$ cat src/rtl/ecc_pkg.sv
// SECDED codeword layout, scrubber state encoding and Hamming helpers shared by
// the scrubber and the existing encoder/decoder.
package ecc_pkg;

    localparam int unsigned DATA_W = 11;
    localparam int unsigned PAR_W  = 5;
    localparam int unsigned CW_W   = 16;

    typedef struct packed {
        logic [PAR_W-1:0]  parity;
        logic [DATA_W-1:0] data;
    } codeword_t;

    typedef enum logic [2:0] {
        S_IDLE,
        S_WAIT,
        S_RD_REQ,
        S_RD_DATA,
        S_CHECK,
        S_WR_REQ,
        S_NEXT
    } scrub_state_t;

    // Hamming position of data bit k; positions 1,2,4,8 belong to check bits
    function automatic logic [3:0] data_pos(input int unsigned k);
        case (k)
            0:       data_pos = 4'd3;
            1:       data_pos = 4'd5;
            2:       data_pos = 4'd6;
            3:       data_pos = 4'd7;
            4:       data_pos = 4'd9;
            5:       data_pos = 4'd10;
            6:       data_pos = 4'd11;
            7:       data_pos = 4'd12;
            8:       data_pos = 4'd13;
            9:       data_pos = 4'd14;
            default: data_pos = 4'd15;
        endcase
    endfunction

    // Check bits equal the XOR of the positions of all set data bits
    function automatic logic [3:0] hamming_par(input logic [DATA_W-1:0] d);
        logic [3:0] p;
        p = 4'd0;
        for (int unsigned k = 0; k < DATA_W; k++) begin
            if (d[4'(k)]) p = p ^ data_pos(k);
        end
        return p;
    endfunction

endpackage

$ cat src/rtl/secded_dec.sv
// SECDED decoder: corrects any single-bit error, flags double-bit errors.
module secded_dec
    import ecc_pkg::*;
(
    input  codeword_t         codeword,
    output logic [DATA_W-1:0] data_corrected,
    output logic              double_error_flag
);

    logic [3:0] syndrome;
    logic       overall;

    assign syndrome          = hamming_par(codeword.data) ^ codeword.parity[3:0];
    assign overall           = ^codeword;
    assign double_error_flag = (syndrome != 4'd0) && !overall;

    always_comb begin
        data_corrected = codeword.data;
        for (int unsigned k = 0; k < DATA_W; k++) begin
            if (overall && (syndrome == data_pos(k))) begin
                data_corrected[4'(k)] = ~codeword.data[4'(k)];
            end
        end
    end

endmodule

$ cat src/rtl/secded_enc.sv
// SECDED encoder: 11 data bits -> {overall parity, 4 Hamming check bits}.
module secded_enc
    import ecc_pkg::*;
(
    input  logic [DATA_W-1:0] data_in,
    output logic [PAR_W-1:0]  parity
);

    logic [3:0] ham;

    assign ham    = hamming_par(data_in);
    assign parity = {^{data_in, ham}, ham};

endmodule

$ cat src/rtl/ecc_scrubber.sv
// Background scrubber: walks the SECDED array, writes back correctable words,
// logs uncorrectable ones, and yields to core writes to the word in flight.
module ecc_scrubber
    import ecc_pkg::*;
#(
    parameter int unsigned DEPTH    = 32,
    parameter int unsigned AW       = $clog2(DEPTH),
    parameter int unsigned INTERVAL = 1024,
    parameter int unsigned CNT_W    = 16
) (
    input  logic             clk,
    input  logic             rst_n,
    input  logic             scrub_en,
    output logic             mem_req,
    output logic             mem_we,
    output logic [AW-1:0]    mem_addr,
    output logic [CW_W-1:0]  mem_wdata,
    input  logic             mem_grant,
    input  logic [CW_W-1:0]  mem_rdata,
    input  logic             cpu_wr_valid,
    input  logic [AW-1:0]    cpu_wr_addr,
    output logic             busy,
    output logic             pass_done,
    output logic [CNT_W-1:0] corr_count,
    output logic [CNT_W-1:0] uncorr_count,
    output logic             uncorr_valid,
    output logic [AW-1:0]    uncorr_addr
);

    localparam int unsigned IW = (INTERVAL > 1) ? $clog2(INTERVAL) : 1;

    scrub_state_t     state_q;
    logic [IW-1:0]    ivl_q;
    logic [AW-1:0]    addr_q;
    codeword_t        word_q;
    logic             snoop_q;
    logic             mem_req_q;
    logic             mem_we_q;
    logic [CW_W-1:0]  mem_wdata_q;
    logic             busy_q;
    logic             pass_done_q;
    logic [CNT_W-1:0] corr_q;
    logic [CNT_W-1:0] uncorr_q;
    logic             uncorr_valid_q;
    logic [AW-1:0]    uncorr_addr_q;

    logic [DATA_W-1:0] data_fix_c;
    logic [PAR_W-1:0]  enc_par_c;
    logic              dbl_err_c;
    codeword_t         fixed_cw_c;
    logic              fix_needed_c;
    logic              snoop_c;
    logic              last_addr_c;

    secded_dec u_dec (
        .codeword          (word_q),
        .data_corrected    (data_fix_c),
        .double_error_flag (dbl_err_c)
    );

    secded_enc u_enc (
        .data_in (data_fix_c),
        .parity  (enc_par_c)
    );

    assign fixed_cw_c   = {enc_par_c, data_fix_c};
    assign fix_needed_c = (fixed_cw_c != word_q);
    assign snoop_c      = cpu_wr_valid && (cpu_wr_addr == addr_q);
    assign last_addr_c  = (addr_q == AW'(DEPTH - 1));

    always_ff @(posedge clk) begin
        if (!rst_n) begin
            state_q        <= S_IDLE;
            ivl_q          <= '0;
            addr_q         <= '0;
            word_q         <= '0;
            snoop_q        <= 1'b0;
            mem_req_q      <= 1'b0;
            mem_we_q       <= 1'b0;
            mem_wdata_q    <= '0;
            busy_q         <= 1'b0;
            pass_done_q    <= 1'b0;
            corr_q         <= '0;
            uncorr_q       <= '0;
            uncorr_valid_q <= 1'b0;
            uncorr_addr_q  <= '0;
        end else begin
            pass_done_q <= 1'b0;
            case (state_q)
                S_IDLE: begin
                    if (scrub_en) begin
                        state_q <= S_WAIT;
                        ivl_q   <= IW'(INTERVAL - 1);
                    end
                end
                S_WAIT: begin
                    if (!scrub_en) begin
                        state_q <= S_IDLE;
                    end else if (ivl_q == '0) begin
                        state_q   <= S_RD_REQ;
                        mem_req_q <= 1'b1;
                        mem_we_q  <= 1'b0;
                        busy_q    <= 1'b1;
                    end else begin
                        ivl_q <= ivl_q - IW'(1);
                    end
                end
                S_RD_REQ: begin
                    if (mem_grant) begin
                        state_q   <= S_RD_DATA;
                        mem_req_q <= 1'b0;
                    end
                end
                S_RD_DATA: begin
                    word_q  <= mem_rdata;
                    snoop_q <= snoop_c;
                    state_q <= S_CHECK;
                end
                S_CHECK: begin
                    snoop_q <= snoop_q | snoop_c;
                    state_q <= S_NEXT;
                    if (dbl_err_c) begin
                        if (uncorr_q != '1) uncorr_q <= uncorr_q + CNT_W'(1);
                        uncorr_valid_q <= 1'b1;
                        uncorr_addr_q  <= addr_q;
                    end else if (fix_needed_c) begin
                        if (corr_q != '1) corr_q <= corr_q + CNT_W'(1);
                        // A core write already replaced this word: never issue the stale write-back
                        if (!(snoop_q || snoop_c)) begin
                            state_q     <= S_WR_REQ;
                            mem_req_q   <= 1'b1;
                            mem_we_q    <= 1'b1;
                            mem_wdata_q <= fixed_cw_c;
                        end
                    end
                end
                S_WR_REQ: begin
                    if (mem_grant || snoop_c) begin
                        state_q   <= S_NEXT;
                        mem_req_q <= 1'b0;
                        mem_we_q  <= 1'b0;
                    end
                end
                S_NEXT: begin
                    addr_q      <= last_addr_c ? '0 : addr_q + AW'(1);
                    pass_done_q <= last_addr_c;
                    busy_q      <= 1'b0;
                    if (scrub_en) begin
                        state_q <= S_WAIT;
                        ivl_q   <= IW'(INTERVAL - 1);
                    end else begin
                        state_q <= S_IDLE;
                    end
                end
                default: begin
                    state_q   <= S_IDLE;
                    mem_req_q <= 1'b0;
                    busy_q    <= 1'b0;
                end
            endcase
        end
    end

    assign mem_req      = mem_req_q;
    assign mem_we       = mem_we_q;
    assign mem_addr     = addr_q;
    assign mem_wdata    = mem_wdata_q;
    assign busy         = busy_q;
    assign pass_done    = pass_done_q;
    assign corr_count   = corr_q;
    assign uncorr_count = uncorr_q;
    assign uncorr_valid = uncorr_valid_q;
    assign uncorr_addr  = uncorr_addr_q;

endmodule

$ cat config.mk
export PLATFORM = sky130hd
export DESIGN_NAME = ecc_scrubber
export DESIGN_NICKNAME = d
export VERILOG_FILES = /design/src/rtl/ecc_pkg.sv /design/src/rtl/secded_dec.sv /design/src/rtl/secded_enc.sv /design/src/rtl/ecc_scrubber.sv
export SDC_FILE = /design/constraint.sdc
export NUM_CORES = 1
export LEC_CHECK = 0
export ABC_AREA = 0
export BUFFER_PORTS_ARGS = -buffer_cell sky130_fd_sc_hd__buf_2
export CELL_PAD_IN_SITES_DETAIL_PLACEMENT = 0
export CELL_PAD_IN_SITES_GLOBAL_PLACEMENT = 1
export CORE_ASPECT_RATIO = 1.4
export CORE_MARGIN = 5
export CORE_UTILIZATION = 46
export CTS_CLUSTER_DIAMETER = 100
export DETAILED_ROUTE_END_ITERATION = 7
export PLACE_DENSITY_LB_ADDON = 0.3
export SYNTH_ARGS = -nofsm -noshare
export SYNTH_HDL_FRONTEND = slang
export SYNTH_HIERARCHICAL = 1
export SYNTH_SLANG_ARGS = --single-unit
$ cat constraint.sdc
create_clock -name clk -period 12.6 [get_ports clk]
set_input_delay 1.89 -clock clk [delete_from_list [all_inputs] [get_ports clk]]
set_output_delay 1.89 -clock clk [all_outputs]
set_load 0.03 [all_outputs]
* Word level (Yosys, flattened, before mapping)
Index checks and enable logic that the tools add are counted.
** Storage, ports and cells
- Flip-flop bits (word level) :: 93
- Output and inout port bits :: 63
- Logic and storage cells :: 207
- Input bits :: 26
** Operators by class
- Bitwise operators :: 37
- Reductions and logical operators :: 37
- Equal/unequal tests :: 33
- Add/subtract/negate cells :: 4
- Mux-type cells :: 81
** Operators with widths (count)
- 2-to-1 mux 4 bit :: 40
- XOR 4 bit :: 21
- adder 16 x 1 -> 16 bit, second input constant :: 2
- != test 16 bit, second input constant :: 2
- 2-to-1 mux 10 bit :: 3
- equality test 4 bit, second input constant :: 7
- 2-to-1 mux 1 bit :: 21
- one-hot mux 3 bit (7 select lines) :: 1
- one-hot mux 10 bit (2 select lines) :: 1
- != test 2 bit, second input constant :: 9
- != test 16 bit :: 1
- AND reduction 4 bit :: 4
- XOR reduction 16 bit :: 1
- 2-to-1 mux 3 bit :: 5
- NOT 1 bit :: 15
- XOR reduction 15 bit :: 1
- logical AND 1 bit :: 13
- equality test 4 x 3 -> 1 bit, second input constant :: 3
- logical NOT 10 bit :: 1
- 2-to-1 mux 2 bit :: 5
- subtractor 10 x 1 -> 10 bit, second input constant :: 1
- equality test 3 bit, second input constant :: 3
- AND reduction 8 bit :: 1
- AND reduction 7 bit :: 1
- 24 further kinds :: 30

* Longest topological paths before layout
Gate-level depths: netlist of the first run.
- Depth in word-level cells :: 51
- Depth in mapped cells :: 19
- Depth with buffers taken out :: 15

* Modules after synthesis
Netlist of the first run, hierarchy kept.
** Modules (own cells, without submodules)
- ecc_scrubber :: area an instance 4215.3 µm², cells each 485, instances 1, sequential area each 1861.8 µm²
- secded_dec :: area an instance 773.2 µm², cells each 89, instances 1, sequential area each 0.0 µm²
- secded_enc :: area an instance 226.5 µm², cells each 17, instances 1, sequential area each 0.0 µm²

* Worst setup path after synthesis of the first run
No wires, ideal clock.
- Path kind :: register to register
- Start :: register word_q[0] in the netlist's numbering
- End :: register mem_wdata_q[9], in the netlist mem_wdata[9]
- Clock period less this slack :: 4743 ps
- Stages on the path, launching flop included :: 19
- Path slack :: 7857 ps
- Path buffers :: 3
- Data required time :: 12472 ps
- Arrival :: 4615 ps
- Setup time :: 128 ps
- Cell sequence :: dfxtp_1 -> xor3_2 -> xnor2_2 -> nand3_1 -> a21oi_1 -> o21ai_0 -> xnor2_1 -> xnor3_1 -> xnor3_2 -> xnor3_1 -> xnor2_1 -> nand4_1 -> nor4_1 -> buf_2 -> nor4b_1 -> buf_2 -> buf_4 -> mux2i_1 -> nor2_1
** On the way
- Elaborated cells between the ends (all ways) :: 85
- Classes of those cells :: eq/ne (12); mux (33); bitwise (23); reduce/logical (17)
** RTL lines
- start, declared :: RTL line ecc_scrubber.sv:35 : codeword_t word_q;
- start signal, assigned :: RTL line ecc_scrubber.sv:115 : word_q <= mem_rdata;
- 2-to-1 mux 2 bit :: RTL line ecc_pkg.sv:46 : if (d[4'(k)]) p = p ^ data_pos(k);
- XOR 4 bit :: RTL line ecc_pkg.sv:46
- 2-to-1 mux 4 bit :: RTL line ecc_pkg.sv:46
- XOR 4 bit :: RTL line ecc_pkg.sv:46
- 2-to-1 mux 4 bit :: RTL line ecc_pkg.sv:46
- XOR 4 bit :: RTL line ecc_pkg.sv:46
- 2-to-1 mux 4 bit :: RTL line ecc_pkg.sv:46
- XOR 4 bit :: RTL line ecc_pkg.sv:46
- (+17 left out)
- net data_fix_c[9] :: RTL line ecc_scrubber.sv:47 : logic [DATA_W-1:0] data_fix_c;
- 2-to-1 mux 4 bit (*) :: RTL line ecc_pkg.sv:46
- XOR 4 bit :: RTL line ecc_pkg.sv:46
- 2-to-1 mux 4 bit (*) :: RTL line ecc_pkg.sv:46
- net enc_par_c[1] :: RTL line ecc_scrubber.sv:48 : logic [PAR_W-1:0] enc_par_c;
- XOR reduction 15 bit (*) :: RTL line secded_enc.sv:12 : assign parity = {^{data_in, ham}, ham};
- net enc_par_c[4] :: RTL line ecc_scrubber.sv:48
- != test 16 bit (*) :: RTL line ecc_scrubber.sv:67 : assign fix_needed_c = (fixed_cw_c != word_q);
- AND reduction 4 bit (no line) (*)
- end signal, assigned :: RTL line ecc_scrubber.sv:133 : mem_wdata_q <= fixed_cw_c;
- end, declared :: RTL line ecc_scrubber.sv:39 : logic [CW_W-1:0] mem_wdata_q;
The timed path passes the listed nets; every way through them passes the cells marked *.
A chain may end at the register's enable or synchronous reset.

* Final worst setup path of the first run
- Start :: register word_q[0] in the netlist's numbering
- End :: register mem_wdata_q[10], in the netlist mem_wdata[10]
Same word-level chain as after synthesis.

==> run_results.csv, run 1 <==
group,metric,value,unit
outcome,run_status,"finished, final reports clean",
cts,clock-sinks,93,
finish,drive_gt1_share,20.3,%
job,maxCapViolCount,0,
logic_synthesis,async_flop_share,0,%
logic_synthesis,synth_area,5220,um^2
worst_hold_path,min_to,"uncorr_addr[2]$_SDFFE_PN0P_",
timing,period_share,43.7,%
cts,cts_root_buf,"clkbuf_16",
logic_synthesis,synthCells,591,
drt,routed_via_density,5.49,
timing,max_slew_margin,22.5,%
drt,remaining_drc_errors,0,
power_and_ir_drop,p_leak,2.36,nW
global_route,grt_pass1_wl,21.3,mm
place,port_buffers,88,
floorplan,fp.dieArea,13600,um^2
logic_synthesis,synth-seq-cells,93,
worst_hold_path,hold_start,"uncorr_addr[2]$_SDFFE_PN0P_",
logic_synthesis,synth-main-ff-cell,"dfxtp_1",
worst_setup_path,crit_start,"word_q[0]$_SDFFE_PN0P_",
worst_setup_path,worstPathArrival,5.71,ns
timing,worstMarginPinSlew,1.16,ns
logic_synthesis,synth_area_per_cell,8.82,um^2
drt,ant_nets,0,
worst_hold_path,hold_path.class,"reg2reg",
logic_synthesis,synth_top_area_share,35.7,%
drt,drtPass1Iterations,4,
global_route,grt_start_max_net_pins,55,
floorplan,ios,89,
cts,cts.path.max_buffers,2,
worst_setup_path,critPathKind,"reg2reg",
logic_synthesis,yosysMostFrequentCell,"dfxtp_1",
drt,via_count,4500,
floorplan,initial_core_util,46.5,%
cts,numCtsBuffers,9,
timing,maxSlewViolCount,0,
finish,area_delta_synth_final,16.6,%
logic_synthesis,synth_warnings,6,
cts,h-tree-depth,3,
cts,hold_buffers,0,
finish,fin_util,54.2,%
logic_synthesis,synth_commonest_cells,"dfxtp_1 (93), nand2_1 (73), xnor2_1 (62)",
drt,drtIter0Drc,137,
timing,fin_tns_setup,0,ns
logic_synthesis,synth-edff-count,0,
cts,clk_pin_slew_worst_paths,0.06,ns
timing,setup_viol,0,
cts,cts_tree,"yes",
timing,rsz0062_at_grt,"no",
floorplan,coreArea,11200,um^2
floorplan,die_x,100,um
worst_setup_path,crit_fanout,16,
finish,insertedDiodeCount,0,
cts,cts_setup_buffers,0,
logic_synthesis,yosysUniqueCellTypes,66,
timing,min_period,5.50,ns
worst_setup_path,crit_required,12.80,ns
logic_synthesis,synth_fp_nets,623,
worst_setup_path,regToRegEndpoint,"mem_wdata[10]$_SDFFE_PN0P_",
finish,num-nets-final,703,
worst_setup_path,critPathLaunchType,"register",
logic_synthesis,synth_top_cell_by_area,"dfxtp_1",
worst_setup_path,worstReg2RegStart,"word_q[0]$_SDFFE_PN0P_",
logic_synthesis,synth.area.top_cells,"dfxtp_1 (36%), xnor2_1 (10%), a21oi_1 (5.4%)",
floorplan,rows,46,
timing,finClkSkew,0.00702,ns
global_route,grt-ovfl-total,0,
global_route,antenna_found_initial,0,
cts,cts_resized,0,
worst_setup_path,r2r_cells,16,
drt,drt-wirelength-per-cell,15.8,um
cts,insertion_delay,0.34,ns
finish,nFillCells,1065,
power_and_ir_drop,p_per_area,119,nW/um^2
power_and_ir_drop,irDropWorstVdd,0.0592,mV
drt,wl,13.0,mm
logic_synthesis,synth-seq-area-share,35.7,%
place,dp_hpwl,9.87,mm
timing,fmax,0.182,GHz
worst_setup_path,end_kind,"register",
worst_setup_path,rrSetupSlack,7.10,ns
global_route,gr-usage-all-layers,19.4,%
place,routabilityCongestion,0.934,
floorplan,die_h,136,um
timing,hold_viol,0,
worst_hold_path,worstHoldPathCells,2,
global_route,grt_pass1_vias,4390,
## registers in the layout, summed over array words and instances, names as in the netlist
register      cells
busy              1
corr_count       16
ivl_q            10
mem_addr          5
mem_req           1
mem_wdata        16
mem_we            1
pass_done         1
snoop_q           1
state_q           3
uncorr_addr       5
uncorr_count     16
uncorr_valid      1
word_q           16
## cell usage in the layout, fill, tap and decap left out, drive strengths merged, types with 3 or more instances in the layout
cell type / n
or4: 4
xor2: 28
xnor2: 69
nand2: 73
and3: 7
o22ai: 4
nand4: 12
nor2: 53
nand3: 27
o311a: 3
buf: 91
a31oi: 3
clkbuf: 10
a211oi: 3
o21ai: 14
xnor3: 7
ha: 6
nand2b: 7
o31ai: 5
inv: 8
nor4: 9
nand4b: 4
a21oi: 57
nor3: 11
mux2i: 20
or3: 7
and4: 4
nor3b: 3
dfxtp: 93
## kinds of logic (layout without fill, tap and decap cells)
logic type,after synthesis,after routing,share of synthesized area [%]
compound gates,105,105,12.6
xor+xnor,106,106,21.6
fa+ha+maj,6,6,1.44
buf+inv,29,114,2.50
flops,93,93,35.7
mux,21,21,4.05
simple gates,231,231,22.2
## critical path, cell delays in order, from the launching register on
cell,delay (ns)
dfxtp_1,0.45
xor3_2,0.54
xnor2_2,0.37
nand3_1,0.20
a21oi_1,0.25
o21ai_0,0.15
xnor2_1,0.54
xnor3_1,0.51
xnor3_2,0.27
xnor3_1,0.44
xnor2_1,0.15
nand4_1,0.12
nor4_2,0.74
nor4b_2,0.13
buf_4,0.27
mux2i_1,0.19
nor2_1,0.06
## metal layers
layer / global-route usage [%] / vias to the layer above / wire length (um)
li1: - / 2234 / -
met1: 21.7 / 2134 / 5090
met2: 34.7 / 107 / 6810
met3: 4.21 / 25 / 645
met4: 8.99 / 0 / 425
met5: 0 / - / 0
## power breakdown
part           internal (W)  switching, W  total [W]
Clock              0.000174      0.000114   0.000288
Sequential         0.000302     0.0000109   0.000313
Combinational     0.0000508     0.0000746   0.000125
Total              0.000526      0.000199   0.000726
## worst max path at each step
stage,endpoint,slack (ns),depth (start not counted)
after floorplan,mem_wdata[9]$_SDFFE_PN0P_,7.86,18
after global placement,mem_wdata[15]$_SDFFE_PN0P_,7.37,16
after detailed placement,mem_wdata[10]$_SDFFE_PN0P_,7.15,16
after CTS,mem_wdata[10]$_SDFFE_PN0P_,7.10,16
after global routing,mem_wdata[10]$_SDFFE_PN0P_,6.67,16
final,mem_wdata[10]$_SDFFE_PN0P_,7.10,16
## stage by stage
step                      cells  total power [W]  hold slack, ns  setup WS [ns]  area, um^2
final                       820         0.000726           0.453           7.10        6080
after global routing        820         0.000757           0.472           6.67        6080
after CTS                   820         0.000734           0.453           7.10        6080
after detailed placement    804         0.000444           0.444           7.15        5770
after global placement      804         0.000441           0.444           7.37        5770
after floorplan             591         0.000414           0.445           7.86        5220
## layout make-up
cell class | count | area, um^2 | area share (%)
multi-input combinational | 469 | 3240 | 53.2
tap | 144 | 180 | 2.96
timing repair buffer | 91 | 463 | 7.61
sequential | 93 | 1860 | 30.6
clock buffer | 10 | 229 | 3.76
inverter | 7 | 26.3 | 0.432
clock inverter | 6 | 86.3 | 1.42
Power figures use the tool's default switching activity.
==> run 2: changes to the inputs <==
Settings changed: CORE_UTILIZATION 46 to 43.
Clock period 12.6 ns to 5.1 ns, I/O delays scaled along.
==> run 2 against run 1 <==
Clock-buffer cell count up 3. Largest power group unchanged. Non-clock buffer count up 29. Critical endpoint is now corr_count[5]$_SDFFE_PN0P_. Setup slack worse by 6.9 ns. Wire length up 5.7%.
==> run_results.csv, run 2 (synthesized netlist as in run 1, its figures left out) <==
group,metric,value,unit
outcome,run_status,"finished, final reports clean",
worst_setup_path,path_cells,"buf_4 -> xnor2_1 -> xnor2_1 -> and3_1 -> nor2_1 -> o31a_1 -> or3_1 -> xnor2_2 -> xnor3_2 -> xnor3_1 -> xnor2_1 -> nand4_1 -> nor4_2 -> buf_4 -> or3_4 -> or4_1 -> a21oi_1",
drt,drt-wirelength-per-cell,16.1,um
power_and_ir_drop,power.total,0.00174,W
cts,cts.path.max_buffers,2,
floorplan,coreArea,11900,um^2
power_and_ir_drop,p_leak,2.50,nW
timing,whs,0.456,ns
power_and_ir_drop,netSwitchingFraction,28.9,%
cts,clock-sinks,93,
place,post-place-ws,0.239,ns
place,routabilityCongestion,0.897,
global_route,grt-ovfl-total,0,
power_and_ir_drop,p_per_area,277,nW/um^2
timing,setup_viol,0,
cts,insertion_delay,0.35,ns
floorplan,die_x,103,um
global_route,gr-usage-all-layers,19.4,%
power_and_ir_drop,internal-power,0.00124,W
cts,clk_pin_slew_worst_paths,0.06,ns
cts,cts_resized,0,
global_route,grt_pass1_wl,22.2,mm
worst_setup_path,critPathKind,"reg2reg",
finish,num-nets-final,732,
floorplan,rows,47,
drt,routed_via_density,5.42,
timing,fin_ws,0.192,ns
worst_setup_path,crit_fanout,12,
worst_setup_path,crit_path_frequent_cell,"xnor2_1",
global_route,grt_start_max_net_pins,50,
timing,finClkSkew,0.00562,ns
place,port_buffers,88,
worst_setup_path,cpMaxStageDelayCell,"or4_1",
worst_setup_path,end_kind,"register",
cts,cts_root_buf,"clkbuf_16",
timing,rsz0062_at_grt,"no",
timing,worstMarginPinSlew,1.17,ns
finish,drive_gt1_share,23.4,%
power_and_ir_drop,p_sw,0.000502,W
cts,cts_tree,"yes",
timing,fmax,0.204,GHz
drt,drtPass1Iterations,5,
drt,remaining_drc_errors,0,
drt,drtIter0Drc,175,
worst_hold_path,worstHoldPathCells,2,
cts,h-tree-depth,3,
finish,mostFrequentLayoutCells,"dfxtp_1 (93), buf_2 (88), nand2_1 (73)",
place,dp_cells,836,
worst_setup_path,critPathLaunchType,"register",
timing,maxSlewViolCount,0,
floorplan,die_h,140,um
worst_hold_path,hold_path.class,"reg2reg",
timing,max_slew_margin,21.5,%
worst_setup_path,crit_required,5.37,ns
timing,fin_tns_setup,0,ns
worst_setup_path,r2r_cells,17,
place,dp_hpwl,10.4,mm
worst_setup_path,worstPathArrival,5.17,ns
power_and_ir_drop,comb_power_share,19.6,%
cts,hold_buffers,0,
floorplan,fp.dieArea,14500,um^2
floorplan,ios,89,
timing,period_share,96.2,%
global_route,grt_pass1_vias,4549,
power_and_ir_drop,clock_power_share,36.1,%
cts,numCtsBuffers,9,
power_and_ir_drop,irDropWorstVdd,0.160,mV
timing,hold_viol,0,
drt,via_count,4618,
cts,cts_setup_buffers,0,
worst_setup_path,cp_slowest_stage_delay,0.48,ns
global_route,antenna_found_initial,0,
drt,ant_nets,0,
finish,final_cells,852,
drt,wl,13.7,mm
timing,min_period,4.91,ns
power_and_ir_drop,seqPwrFrac,44.3,%
finish,insertedDiodeCount,0,
worst_setup_path,rrSetupSlack,0.19,ns
finish,layout_commonest_cell,"dfxtp_1",
floorplan,initial_core_util,43.9,%
finish,area_delta_synth_final,20.4,%
job,maxCapViolCount,0,
-- run 2: layout make-up --
class | instances | area [um^2]
clock inverter | 3 | 21.3
clock buffer | 13 | 250
fill | 1142 | 5600
timing repair buffer | 120 | 693
inverter | 7 | 26.3
sequential | 93 | 1860
multi-input combinational | 469 | 3240
tap | 147 | 184
-- run 2: critical path, delay by kind of cell, from the launching register on --
family / cells / cell delay, ns
flip-flops: 1 / 0.31
AO/OA/AOI/OAI: 2 / 0.46
XOR/XNOR: 6 / 1.82
buffers and inverters: 2 / 0.32
AND/OR/NAND/NOR: 7 / 1.92
-- run 2: final timing paths --
kind	startpoint	endpoint
min	uncorr_addr[4]$_SDFFE_PN0P_	uncorr_addr[4]$_SDFFE_PN0P_
max reg2reg	word_q[0]$_SDFFE_PN0P_	corr_count[5]$_SDFFE_PN0P_
min reg2reg	uncorr_addr[4]$_SDFFE_PN0P_	uncorr_addr[4]$_SDFFE_PN0P_
max	word_q[0]$_SDFFE_PN0P_	corr_count[5]$_SDFFE_PN0P_
-- run 2: routing by layer --
layer  up-vias  GRT usage, %  part of all wire [%]  routed length, um
li1       2299             -                     -                  -
met3        24          3.48                   4.3                594
met1      2185          21.7                    39               5400
met4         0          8.46                   3.1                419
met2       110          34.9                    53               7300
met5         -             0                     0                  0
-- run 2: through the flow --
| stage | instance area (um^2) | util, % |
|---|---|---|
| finish | 6280 | 52.9 |
| global route | 6280 | 52.9 |
| CTS | 6270 | 52.8 |
| detailed placement | 6000 | 50.5 |
| global placement | 6000 | 50.5 |
| floorplan | 5220 | - |
-- run 2: power by group through the flow --
stage	Combinational, W	Sequential [W]	Clock [W]
finish	0.000341	0.000770	0.000628
global route	0.000373	0.000773	0.000678
CTS	0.000341	0.000769	0.000648
detailed placement	0.000338	0.000786	0
global placement	0.000334	0.000785	0
floorplan	0.000243	0.000781	0
